`config.mk`:
```
export PLATFORM = sky130hd
export DESIGN_NAME = fifo_blk_sched
export DESIGN_NICKNAME = d
export VERILOG_FILES = /design/src/rtl/fifo_blk_pkg.sv /design/src/rtl/fifo_blk_owner.sv /design/src/rtl/fifo_blk_sched.sv
export SDC_FILE = /design/constraint.sdc
export NUM_CORES = 1
export LEC_CHECK = 0
export ABC_AREA = 1
export ABC_CLOCK_PERIOD_IN_PS = 2100
export BUFFER_PORTS_ARGS = -buffer_cell sky130_fd_sc_hd__buf_4
export CORE_AREA = 4 4 41 43
export CTS_CLUSTER_DIAMETER = 150
export CTS_CLUSTER_SIZE = 14
export DETAILED_ROUTE_END_ITERATION = 12
export DIE_AREA = 0 0 45 47
export PLACE_DENSITY = 0.79
export SLEW_MARGIN = 10
export SYNTH_ARGS = -nofsm -noshare
export SYNTH_HDL_FRONTEND = slang
export SYNTH_HIERARCHICAL = 1
export SYNTH_SLANG_ARGS = --single-unit
```
`constraint.sdc`:
```
create_clock -name clk -period 2.1 [get_ports clk]
set_input_delay 0.105 -clock clk [delete_from_list [all_inputs] [get_ports clk]]
set_output_delay 0.105 -clock clk [all_outputs]
set_load 0.02 [all_outputs]
```
`src/rtl/fifo_blk_pkg.sv`:
```
// Shared types for the block-FIFO scheduler: owner FSM states and error flag bits.
// The watchdog is built only when FIFO_BLK_SCHED_WDOG_EN is defined.
package fifo_blk_pkg;

    typedef enum logic {
        IDLE = 1'b0,
        OWN  = 1'b1
    } own_state_e;

    localparam int ERR_COMMIT  = 0;
    localparam int ERR_RELEASE = 1;
    localparam int ERR_P_WDOG  = 2;
    localparam int ERR_C_WDOG  = 3;

endpackage

```
`src/rtl/fifo_blk_owner.sv`:
```
// One side (producer or consumer) of the scheduler: ownership FSM, block pointer, grant pulse.
// Optional ownership watchdog under FIFO_BLK_SCHED_WDOG_EN.
module fifo_blk_owner
    import fifo_blk_pkg::*;
#(
    parameter int NBITS       = 1,
    parameter int WDOG_CYCLES = 4096
) (
    input  logic             clk,
    input  logic             rst_n,
    input  logic             acq_i,
    input  logic             avail_i,
    input  logic             done_i,
    output logic             gnt_o,
    output logic [NBITS-1:0] blk_o,
    output logic             own_o,
    output logic             done_o,
    output logic             err_o,
    output logic             wdog_o
);

    own_state_e       state_q, state_d;
    logic             gnt_q, gnt_d;
    logic [NBITS-1:0] ptr_q, ptr_d;

    always_comb begin
        state_d = state_q;
        gnt_d   = 1'b0;
        ptr_d   = ptr_q;
        unique case (state_q)
            IDLE: begin
                if (acq_i && avail_i) begin
                    state_d = OWN;
                    gnt_d   = 1'b1;
                end
            end
            OWN: begin
                if (done_i) begin
                    state_d = IDLE;
                    ptr_d   = ptr_q + 1'b1;
                end
            end
            default: state_d = IDLE;
        endcase
    end

    always_ff @(posedge clk or negedge rst_n) begin
        if (!rst_n) begin
            state_q <= IDLE;
            gnt_q   <= 1'b0;
            ptr_q   <= '0;
        end else begin
            state_q <= state_d;
            gnt_q   <= gnt_d;
            ptr_q   <= ptr_d;
        end
    end

    assign own_o  = (state_q == OWN);
    assign done_o = own_o && done_i;
    assign err_o  = !own_o && done_i;
    assign gnt_o  = gnt_q;
    assign blk_o  = ptr_q;

`ifdef FIFO_BLK_SCHED_WDOG_EN
    localparam int WW = $clog2(WDOG_CYCLES + 1);
    localparam logic [WW-1:0] WD_MAX = WW'(WDOG_CYCLES - 1);

    logic [WW-1:0] wd_q, wd_d;
    logic          wd_hit;

    // wd_q counts completed OWN cycles; saturates once the limit is reached
    assign wd_hit = own_o && (wd_q == WD_MAX);

    always_comb begin
        wd_d = '0;
        if (own_o && !done_i) begin
            wd_d = wd_hit ? wd_q : wd_q + 1'b1;
        end
    end

    always_ff @(posedge clk or negedge rst_n) begin
        if (!rst_n) begin
            wd_q <= '0;
        end else begin
            wd_q <= wd_d;
        end
    end

    assign wdog_o = wd_hit;
`else
    assign wdog_o = 1'b0;
`endif

endmodule

```
`src/rtl/fifo_blk_sched.sv`:
```
// Block-FIFO scheduler top: producer/consumer owners, shared fill count, sticky error flags.
// Define FIFO_BLK_SCHED_WDOG_EN to enable the ownership watchdogs (err_flags[3:2]).
module fifo_blk_sched
    import fifo_blk_pkg::*;
#(
    parameter int NBLKS_BITS  = 1,
    parameter int WDOG_CYCLES = 4096
) (
    input  logic                  clk,
    input  logic                  rst_n,
    input  logic                  p_acq,
    output logic                  p_gnt,
    output logic [NBLKS_BITS-1:0] p_blk,
    input  logic                  p_commit,
    input  logic                  c_acq,
    output logic                  c_gnt,
    output logic [NBLKS_BITS-1:0] c_blk,
    input  logic                  c_release,
    output logic [NBLKS_BITS:0]   fill_cnt,
    output logic                  blk_full,
    output logic                  blk_empty,
    output logic [3:0]            err_flags,
    input  logic                  err_clr
);

    localparam logic [NBLKS_BITS:0] FULL = {1'b1, {NBLKS_BITS{1'b0}}};

    logic                p_own, p_done, p_err, p_wdog;
    logic                c_own, c_done, c_err, c_wdog;
    logic [NBLKS_BITS:0] fill_q, fill_d;
    logic [3:0]          err_q, err_d;

    fifo_blk_owner #(
        .NBITS       (NBLKS_BITS),
        .WDOG_CYCLES (WDOG_CYCLES)
    ) u_prod (
        .clk     (clk),
        .rst_n   (rst_n),
        .acq_i   (p_acq),
        .avail_i (!blk_full),
        .done_i  (p_commit),
        .gnt_o   (p_gnt),
        .blk_o   (p_blk),
        .own_o   (p_own),
        .done_o  (p_done),
        .err_o   (p_err),
        .wdog_o  (p_wdog)
    );

    fifo_blk_owner #(
        .NBITS       (NBLKS_BITS),
        .WDOG_CYCLES (WDOG_CYCLES)
    ) u_cons (
        .clk     (clk),
        .rst_n   (rst_n),
        .acq_i   (c_acq),
        .avail_i (!blk_empty),
        .done_i  (c_release),
        .gnt_o   (c_gnt),
        .blk_o   (c_blk),
        .own_o   (c_own),
        .done_o  (c_done),
        .err_o   (c_err),
        .wdog_o  (c_wdog)
    );

    // Grants only happen against registered fill, so fill cannot over/underflow
    always_comb begin
        fill_d = fill_q;
        if (p_done && !c_done) begin
            fill_d = fill_q + 1'b1;
        end else if (c_done && !p_done) begin
            fill_d = fill_q - 1'b1;
        end
    end

    always_comb begin
        err_d = err_clr ? 4'b0000 : err_q;
        if (p_err)  err_d[ERR_COMMIT]  = 1'b1;
        if (c_err)  err_d[ERR_RELEASE] = 1'b1;
        if (p_wdog) err_d[ERR_P_WDOG]  = 1'b1;
        if (c_wdog) err_d[ERR_C_WDOG]  = 1'b1;
    end

    always_ff @(posedge clk or negedge rst_n) begin
        if (!rst_n) begin
            fill_q <= '0;
            err_q  <= '0;
        end else begin
            fill_q <= fill_d;
            err_q  <= err_d;
        end
    end

    assign fill_cnt  = fill_q;
    assign blk_full  = (fill_q == FULL);
    assign blk_empty = (fill_q == '0);
    assign err_flags = err_q;

endmodule

```
==> key figures <==
Logic synthesis
  • Cell area after synthesis: 563.0 sq um
  • Number of warnings issued by yosys: 6
  • Adder-cell area share of the yosys netlist: 0.02222
  • Mux contribution to synthesized area: 0
  • Number of library cell types mapped by synthesis: 11
  • Area share of the largest cell type after synthesis: 0.5333
  • Average cell area after synthesis: 7.930 sq um
  • Post-synthesis share of cell area spent on and, or, nand and nor gates: 0.2111
  • Synth Area in Compound Gates: 0.05333
  • Part of the Yosys area used for sequential elements: 0.5333
  • Number of standard cells after synthesis: 71
  • Largest family of logic cells by synthesized area: simple AND/OR/NAND/NOR gates
  • Net count of the mapped netlist: 79
  • Largest area contributor in the netlist: dfrtp_1
  • Number of register bits inferred by synthesis: 12
  • Xor/xnor cell area share of the yosys netlist: 0
  • Synth top area cells: dfrtp_1, inv_1, nand2_1, nand3_1, o21bai_1

Floorplanning
  • Total Die Area: 2115 sq um
  • Starting Density: 0.4327
  • I/O pin cnt: 19
  • Area of the core region: 1301 sq um
  • Rows: 13
  • Die Y: 47 um
  • Die W: 45 um

Power and ir drop
  • Power per unit of standard cell area: 1375 nW/um^2
  • Maximum vdd ir drop: 0.5946 mV
  • Leak Pwr: 0.4612 nW

Critical path
  • Highest net fanout along the worst path: 5
  • Worst setup path class: reg -> reg
  • Critical Path Start Type: flop
  • Required time at the endpoint of the critical path: 2.26 ns
  • Arrival time of the worst setup path: 1.43 ns
  • Critical Path End Type: flop

Cells and area
  • End-of-flow core utilization: 0.5644
  • Filler cell count in the final layout: 131
  • Ratio of cells with drive above 1 in the final layout: 0.2527
  • Layout net count: 101
  • Sequential cell area: 300.3 sq um
  • Synth-to-layout area growth: 30.44%
  • Leading cell types in the layout, fill and taps excluded: inv_1, nand2_1, buf_4
  • Ant diodes: 0
  • Multi-input gate area: 168.9 sq um
  • Commonest non-fill, non-tap cell in the layout: inv_1

Place
  • Global placement routability congestion: 0.7730
  • HPWL after DPL: 753.5 um
  • Buffers on Ports: 18

Outcome
  • Run status: finished clean

STA
  • Setup violation total in the final timing report: 0
  • Clock Skews: 0.001501 ns
  • Minimum hold slack: 0.05058 ns
  • Hold Violations, Final: 0
  • RSZ-0062 raised after global routing: false
  • Final total negative setup slack: 0 ns
  • Final critical delay including setup and external delays: 1.271 ns
  • Share of the cycle needed by the critical path after routing: 0.6051
  • Maximum clock frequency: 786.9 MHz
  • Number of pins with negative max-slew slack in the final report: 0

Global route
  • Antenna violations before repair: 0
  • Maximum number of pins on one net before global-route repair: 13
  • Number of global-route vias before repair: 398
  • Wire length of the first global-routing pass: 1524 um
  • Gr ovfl total: 0
  • Total GRT Usage: 0.1021

Clock tree
  • Clock Tree Root: clkbuf_4
  • Total number of clock tree sinks: 12
  • Worst-Skew Late Latency: 0.26 ns
  • Setup repair bufs after CTS: 0
  • CTS tree: done
  • Number of levels the H-tree was split into: 1
  • CTS max path bufs: 2
  • Clock slew at the register clock pins of the worst setup and hold paths: 0.07 ns
  • TritonCTS Buffers: 3

Drt
  • Via/cell ratio: 4.255
  • DRC errors left: 0
  • Total via count in the routed design: 451
  • Total wirelength of the detailed-routed design: 941 um
  • Residual antenna-violating net count after detailed routing: 0
  • Detailed-route wire length per cell: 8.877 um
  • DR pass1 iterations: 4
  • DR iter-0 viols: 6

Job
  • Total of max-cap violations: 0

Min path
  • Worst Hold Class: in -> reg
==> Yosys cell counts (all sizes together) <==
master / n
o21bai: 4
dfrtp: 12
nor2: 4
nand3: 6
conb: 2
inv: 21
ha: 1
nand2: 19
buf: 2
==> final timing paths <==
| check | start | to | slack, ns | cells past startpoint |
|---|---|---|---|---|
| hold / removal | err_clr | err_flags[0]$_DFFE_PN0P_ | 0.05 | 2 |
| min in group asynchronous | rst_n | fill_cnt[0]$_DFFE_PN0P_ | 0.21 | 2 |
| setup reg to reg | u_cons/own_o$_DFF_PN0_ | fill_cnt[1]$_DFFE_PN0P_ | 0.83 | 9 |
| max in group asynchronous | rst_n | err_flags[1]$_DFFE_PN0P_ | 1.74 | 2 |
| setup / recovery | u_cons/own_o$_DFF_PN0_ | fill_cnt[1]$_DFFE_PN0P_ | 0.83 | 9 |
| hold reg to reg | u_prod/blk_o$_DFFE_PN0P_ | u_prod/blk_o$_DFFE_PN0P_ | 0.51 | 2 |
==> worst max-delay path, stage by stage (launching register included) <==
cell	delay [ns]
dfrtp_1	0.40
nand2_1	0.10
inv_1	0.06
inv_1	0.04
ha_1	0.28
inv_1	0.06
nand2_1	0.08
nand2_1	0.05
nand3_1	0.06
nand2_1	0.05
==> power breakdown <==
group          total [mW]  internal, mW  switching (mW)  leakage (nW)
Combinational       0.486         0.204           0.282         0.303
Sequential          0.393         0.319          0.0735         0.144
Clock               0.131        0.0661          0.0654        0.0138
Total                1.01         0.589           0.421         0.461
==> flip-flops by register name, summed over array words and instances (netlist names) <==
name / flops
u_prod/blk_o: 1
u_cons/blk_o: 1
u_cons/gnt_o: 1
fill_cnt: 2
err_flags: 4
u_prod/own_o: 1
u_cons/own_o: 1
u_prod/gnt_o: 1
==> repair_timing <==
action | 4_1_cts | 5_1_grt
hold endpoints to repair | 12 | 0
hold buffers | 1 | 0
resized for setup | 0 | 0
==> logic make-up after synthesis <==
kind of cell	after synthesis
buffers and inverters	23
AO/OA/AOI/OAI	4
flip-flops	12
AND/OR/NAND/NOR	29
adder cells (fa/ha/maj)	1
other	2
==> metrics by stage <==
stage / instances / total power, mW / setup WS, ns / cell area [sq um]
2_1_floorplan: 71 / 0.6918 / 0.8981 / 563.0
3_3_place_gp: 102 / 0.8772 / 0.8623 / 701.9
3_5_place_dp: 102 / 0.8868 / 0.8372 / 701.9
4_1_cts: 106 / 1.022 / 0.8242 / 734.5
5_1_grt: 106 / 1.096 / 0.7205 / 734.5
6_report: 106 / 1.010 / 0.8292 / 734.5
==> layout make-up <==
cell class / count / share of cell area
clock buffer: 3 / 0.03066
multi-input combinational: 36 / 0.2300
inverter: 21 / 0.1073
tap: 15 / 0.02555
sequential: 12 / 0.4089
timing repair buffer: 19 / 0.1976
==> layer usage <==
metal  up-vias  track usage  wire length [um]
li1        240            -                 -
met1       194       0.1220               428
met2        15       0.1638               411
met3         2      0.02299                89
met4         0      0.07018                10
met5         -            0                 0
(Power assumes the default switching activity.)
